**src/rtl/regfile_dump_reader.sv**
```systemverilog
// regfile_dump_reader
//
// Purpose:
//   Read-side companion to the register-file write path. A Start pulse
//   sweeps the inclusive range FirstReg..LastReg through the register-file
//   read port. Each word goes out on a valid/ready stream, tagged with its
//   register index.
//
// Optional feature (macro DUMP_CHECKSUM_EN):
//   An XOR accumulator folds in every accepted word. One extra beat follows
//   the last register: OutData=checksum, OutIndex=0, OutLast=1.
//   Register beats then carry OutLast=0.
//
// Ports:
//   Clk           single clock, rising edge
//   Reset         synchronous, active-high reset
//   Start         dump request, sampled only while idle
//   FirstReg      first index to dump, sampled with Start
//   LastReg       last index to dump (inclusive), sampled with Start
//   ReadRegister  read address to the register file
//   ReadData      combinational read data from the register file
//   OutData       streamed word
//   OutIndex      register index of OutData
//   OutValid      OutData/OutIndex/OutLast are valid
//   OutReady      consumer accepts the beat
//   OutLast       final beat of the dump
//   Busy          dump in progress
//   Done          one-cycle pulse when the dump completes
//   Error         one-cycle pulse when Start is rejected

module regfile_dump_reader #(
    parameter int NUM_REGS = 32,
    parameter int ADDR_W   = 5,
    parameter int DATA_W   = 32
) (
    input  logic              Clk,
    input  logic              Reset,
    input  logic              Start,
    input  logic [ADDR_W-1:0] FirstReg,
    input  logic [ADDR_W-1:0] LastReg,
    output logic [ADDR_W-1:0] ReadRegister,
    input  logic [DATA_W-1:0] ReadData,
    output logic [DATA_W-1:0] OutData,
    output logic [ADDR_W-1:0] OutIndex,
    output logic              OutValid,
    input  logic              OutReady,
    output logic              OutLast,
    output logic              Busy,
    output logic              Done,
    output logic              Error
);

`ifdef DUMP_CHECKSUM_EN
    typedef enum logic [2:0] {IDLE, FETCH, SEND, DONE, CSUM} state_e;
`else
    typedef enum logic [1:0] {IDLE, FETCH, SEND, DONE} state_e;
`endif

    // NUM_REGS is widened by one bit so that a full 2**ADDR_W table still
    // compares correctly against LastReg.
    localparam logic [ADDR_W:0] NumRegsW = (ADDR_W + 1)'(NUM_REGS);

    state_e            state_q, state_d;
    logic [ADDR_W-1:0] idx_q, idx_d;
    logic [ADDR_W-1:0] last_q, last_d;
    logic [DATA_W-1:0] outData_q, outData_d;
    logic [ADDR_W-1:0] outIndex_q, outIndex_d;
    logic              outLast_q, outLast_d;
    logic              error_q, error_d;
`ifdef DUMP_CHECKSUM_EN
    logic [DATA_W-1:0] acc_q, acc_d;
`endif

    logic startBad;
    logic handshake;

    assign startBad  = (FirstReg > LastReg) || ({1'b0, LastReg} >= NumRegsW);
    assign handshake = OutValid && OutReady;

    // The read address follows idx at all times; it matters only in FETCH.
    // idx resets to 0, which gives the required reset value of ReadRegister.
    assign ReadRegister = idx_q;
    assign OutData      = outData_q;
    assign OutIndex     = outIndex_q;
    assign OutLast      = outLast_q;
    assign Error        = error_q;
    assign Busy         = (state_q != IDLE);
    assign Done         = (state_q == DONE);
`ifdef DUMP_CHECKSUM_EN
    assign OutValid     = (state_q == SEND) || (state_q == CSUM);
`else
    assign OutValid     = (state_q == SEND);
`endif

    always_ff @(posedge Clk) begin
        if (Reset) begin
            state_q    <= IDLE;
            idx_q      <= '0;
            last_q     <= '0;
            outData_q  <= '0;
            outIndex_q <= '0;
            outLast_q  <= 1'b0;
            error_q    <= 1'b0;
`ifdef DUMP_CHECKSUM_EN
            acc_q      <= '0;
`endif
        end else begin
            state_q    <= state_d;
            idx_q      <= idx_d;
            last_q     <= last_d;
            outData_q  <= outData_d;
            outIndex_q <= outIndex_d;
            outLast_q  <= outLast_d;
            error_q    <= error_d;
`ifdef DUMP_CHECKSUM_EN
            acc_q      <= acc_d;
`endif
        end
    end

    always_comb begin
        state_d    = state_q;
        idx_d      = idx_q;
        last_d     = last_q;
        outData_d  = outData_q;
        outIndex_d = outIndex_q;
        outLast_d  = outLast_q;
        error_d    = 1'b0;
`ifdef DUMP_CHECKSUM_EN
        acc_d      = acc_q;
`endif

        unique case (state_q)
            IDLE: begin
                if (Start) begin
                    if (startBad) begin
                        error_d = 1'b1;
                    end else begin
                        idx_d   = FirstReg;
                        last_d  = LastReg;
                        state_d = FETCH;
`ifdef DUMP_CHECKSUM_EN
                        acc_d   = '0;
`endif
                    end
                end
            end

            FETCH: begin
                outData_d  = ReadData;
                outIndex_d = idx_q;
`ifdef DUMP_CHECKSUM_EN
                outLast_d  = 1'b0;
`else
                outLast_d  = (idx_q == last_q);
`endif
                state_d    = SEND;
            end

            SEND: begin
                if (handshake) begin
`ifdef DUMP_CHECKSUM_EN
                    acc_d = acc_q ^ outData_q;
`endif
                    if (idx_q == last_q) begin
`ifdef DUMP_CHECKSUM_EN
                        // The checksum beat includes the word just accepted.
                        outData_d  = acc_q ^ outData_q;
                        outIndex_d = '0;
                        outLast_d  = 1'b1;
                        state_d    = CSUM;
`else
                        state_d    = DONE;
`endif
                    end else begin
                        idx_d   = idx_q + 1'b1;
                        state_d = FETCH;
                    end
                end
            end

`ifdef DUMP_CHECKSUM_EN
            CSUM: begin
                if (handshake) begin
                    state_d = DONE;
                end
            end
`endif

            DONE: begin
                state_d = IDLE;
            end

            default: begin
                state_d = IDLE;
            end
        endcase
    end

endmodule

```
**config.mk**
```make
export PLATFORM = sky130hd
export DESIGN_NAME = regfile_dump_reader
export DESIGN_NICKNAME = d
export VERILOG_FILES = /design/src/rtl/regfile_dump_reader.sv
export SDC_FILE = /design/constraint.sdc
export NUM_CORES = 1
export LEC_CHECK = 0
export ABC_CLOCK_PERIOD_IN_PS = 1700
export BUFFER_PORTS_ARGS = -buffer_cell sky130_fd_sc_hd__buf_4
export CORE_ASPECT_RATIO = 0.75
export CORE_MARGIN = 1
export CORE_UTILIZATION = 40
export CTS_CLUSTER_SIZE = 20
export DETAILED_ROUTE_END_ITERATION = 10
export GPL_ROUTABILITY_DRIVEN = 0
export PLACE_DENSITY = 0.72
export SYNTH_ARGS = -nofsm -noshare
export SYNTH_HDL_FRONTEND = slang
export SYNTH_SLANG_ARGS = --single-unit
```
**constraint.sdc**
```tcl
create_clock -name Clk -period 1.7 [get_ports Clk]
set_input_delay 0.17 -clock Clk [delete_from_list [all_inputs] [get_ports Clk]]
set_output_delay 0.17 -clock Clk [all_outputs]
set_load 0.005 [all_outputs]
```
==> impl_table.tex <==
\begin{tabular}{lr}
\hline
Metric & Value \\
\hline
\multicolumn{2}{l}{\textbf{Status}} \\
Run status & completed \\
\multicolumn{2}{l}{\textbf{Pwr}} \\
Leak Pwr & 0.00136 uW \\
Sequential cell fraction of total power & 0.508 \\
Net switching fraction of the power & 0.280 \\
Pwr/cell area & 844 nW/um2 \\
Gate power share & 0.231 \\
Cell Int Power & 1870 uW \\
Clock power share & 0.260 \\
Maximum vdd drop & 0.000529 V \\
Net switching component of the power & 726 uW \\
\multicolumn{2}{l}{\textbf{Timing}} \\
Tightest Pin Transition & 298 ps \\
Number of pins with negative max-slew slack in the final report & 0 \\
Hold Vio Cnt, Final & 0 \\
Post-route setup slack & 85.8 ps \\
Clock skew & 5.02 ps \\
Highest achievable clock rate & 0.620 GHz \\
Fraction of the cycle the final worst path needs & 0.950 \\
Setup violations, final & 0 \\
Unrepaired setup endpoints after global routing & false \\
Min Tclk post-route & 1610 ps \\
Post-route worst hold slack & 112 ps \\
Max\_slew headroom & 0.801 \\
\multicolumn{2}{l}{\textbf{Clock network}} \\
Clock latency on the worst-skew pair & 300 ps \\
CTS tree & built \\
Post-CTS Hold Fix Bufs & 0 \\
Clk pin slew, worst setup/hold paths & 90 ps \\
Clock Root Buffer & clkbuf\_8 \\
Number of buffers on the longest clock path & 2 \\
Sinks on the clock net & 51 \\
Total clock buffers created by CTS & 5 \\
Level count of the clock H-tree & 2 \\
\multicolumn{2}{l}{\textbf{Finish}} \\
Antenna diode count & 0 \\
Footprint of the multi-input gates & 1030 um2 \\
Fill cells & 466 \\
Most frequent standard cell in the layout excluding fill and tap cells & buf\_4 \\
Sequential cell area & 1020 um2 \\
Leading cell types in the layout, fill and taps excluded & buf\_4, nand2\_1, dfxtp\_1 \\
Area growth from synthesis to layout & 43.7\% \\
Ratio of cells with drive above 1 in the final layout & 0.337 \\
Final nets & 416 \\
\multicolumn{2}{l}{\textbf{Floorplan}} \\
Number of core rows & 22 \\
Initial core utilization & 0.427 \\
Overall die width & 86.4 um \\
Die H & 65.3 um \\
Die area & 5640 um2 \\
I/O pin count & 93 \\
Placeable core area & 5010 um2 \\
\multicolumn{2}{l}{\textbf{GRT}} \\
Met1 Use GR & 0.263 \\
Initial antenna violation count & 0 \\
Fraction of met3 tracks used by global routing & 0.0590 \\
Total routing usage reported by global routing & 0.198 \\
Vias in the first global route & 1,958 \\
Met2 layer usage reported by global route & 0.313 \\
Maximum number of pins on one net before global-route repair & 30 \\
Overall overflow remaining after global route & 0 \\
Most Crowded Layer GR & met2 \\
Global-route wire length before repair & 8750 um \\
\multicolumn{2}{l}{\textbf{Setup path}} \\
Type of the worst setup path & reg2reg \\
Critical path required time & 1890 ps \\
CP endpoint kind & flop \\
WP data arrival & 1800 ps \\
Maximum fanout along the worst path & 5 \\
Element type at the critical path start & flop \\
\multicolumn{2}{l}{\textbf{Placement}} \\
IO Port Bufs & 92 \\
Total half-perimeter wirelength after legalization and detailed placement & 4190 um \\
Setup WS pre-CTS & -207 ps \\
\multicolumn{2}{l}{\textbf{Synthesis}} \\
Average size of a mapped cell & 8.03 um2 \\
Instance count of the mapped netlist & 266 \\
Top cells by area, synth & dfxtp\_1, nand2\_1, a21oi\_1 \\
Syn Nets & 318 \\
Yosys Warn Count & 0 \\
Largest area contributor in the netlist & dfxtp\_1 \\
Post-synthesis cell area & 2140 um2 \\
Proportion of netlist area held by the largest area contributor & 0.478 \\
Post-synth cell types & 29 \\
Sequential share of the synthesized area & 0.478 \\
Number of flip-flops and latches in the synthesized netlist & 51 \\
\multicolumn{2}{l}{\textbf{Routing}} \\
Final routed wire length divided by cell count & 12.7 um \\
DRC Markers & 0 \\
Total vias in the final route & 2,134 \\
Number of detailed-routing iterations run before antenna repair & 4 \\
Post-detailed-routing wire length & 5560 um \\
Avg Vias per Cell & 4.88 \\
Remaining antenna violation count after routing & 0 \\
Violation count after the first detailed-route iteration & 141 \\
\multicolumn{2}{l}{\textbf{Job}} \\
Max-cap viol count & 0 \\
\multicolumn{2}{l}{\textbf{Min path}} \\
Classification of the worst-slack hold path & in2reg \\
\hline
\end{tabular}
-- what timing repair did --
item | CTS | global route
resized for setup | 0 | 1
endpoints found under the setup margin | 0 | 4
buffers inserted | 0 | 0
-- path summary, 6_finish.rpt --
path | from | to | slack (ps) | cells after the start
worst min register to register | OutData[3] | OutData[3] | 460 | 2
worst min-delay path | ReadData[25] | OutData[25] | 110 | 3
worst max register to register | ReadRegister[2] | ReadRegister[3] | 90 | 5
worst max-delay path | ReadRegister[2] | ReadRegister[3] | 90 | 5
-- worst max-delay path, cell delays in order, from the launching register on --
cell	delay [ps]
dfxtp_1	330
xnor2_1	240
nand3_1	160
o211a_1	280
o21ba_2	270
a32o_1	230
-- Yosys cell counts --
library cell	n
nor2_1	9
inv_1	9
and2_1	1
a211oi_4	1
xnor2_1	5
nand2b_1	3
o21ai_0	4
mux2i_1	8
dfxtp_1	51
o311ai_2	1
nand3_1	3
or2_2	1
buf_1	1
o21ba_2	1
buf_2	2
o211a_1	1
clkbuf_1	13
or2_4	1
a21oi_1	47
a31oi_1	1
nand4_2	1
nor2b_1	2
nor3_1	5
or4_1	1
o221ai_2	1
nor4_1	1
nand2_1	84
a32o_1	2
ha_1	6
-- sequential cells by signal, indices dropped and copies added (netlist names) --
signal	flops
last_q	5
Error	1
OutData	32
OutLast	1
ReadRegister	5
state_q	2
OutIndex	5
-- power groups by stage --
| stage | Clock (uW) | Combinational (uW) | Sequential [uW] |
|---|---|---|---|
| 4_1_cts | 690 | 599 | 1320 |
| 2_1_floorplan | 0 | 285 | 1350 |
| 3_5_place_dp | 0 | 597 | 1350 |
| 3_3_place_gp | 0 | 587 | 1340 |
| 6_report | 675 | 599 | 1320 |
| 5_1_grt | 732 | 661 | 1330 |
-- kinds of logic (layout without fill, tap and decap cells) --
kind of cell / after synthesis / count (layout) / share of synthesized area
AOI/OAI and AO/OA: 59 / 59 / 0.165
xor gates and xnor gates: 5 / 5 / 0.0205
DFF: 51 / 51 / 0.478
adders and majority gates: 6 / 6 / 0.0351
and+or+nand+nor: 112 / 112 / 0.219
muxes: 8 / 8 / 0.0375
buffers and inverters: 25 / 124 / 0.0451
-- metrics by stage --
step / total power (uW) / util / area, um2 / setup TNS [ps] / cells
floorplan: 1640 / - / 2140 / 0 / 266
global placement: 1930 / 0.595 / 2980 / -747 / 429
detailed placement: 1940 / 0.595 / 2980 / -1370 / 429
CTS: 2610 / 0.612 / 3070 / 0 / 437
global route: 2720 / 0.613 / 3070 / 0 / 437
finish: 2590 / 0.613 / 3070 / 0 / 437
-- metal layers --
metal	vias to the layer above	routed length, um
met1	967	2650
met5	-	0
met2	87	2390
li1	1076	-
met4	0	51
met3	4	473
-- cell type report --
| type | instances | share of cell area |
|---|---|---|
| multi-input combinational | 190 | 0.334 |
| tap | 72 | 0.0293 |
| clock buffer | 6 | 0.0236 |
| sequential | 51 | 0.332 |
| inverter | 9 | 0.0110 |
| timing repair buffer | 107 | 0.266 |
| clock inverter | 2 | 0.00407 |
No activity file was read; power rests on OpenSTA's default activity.
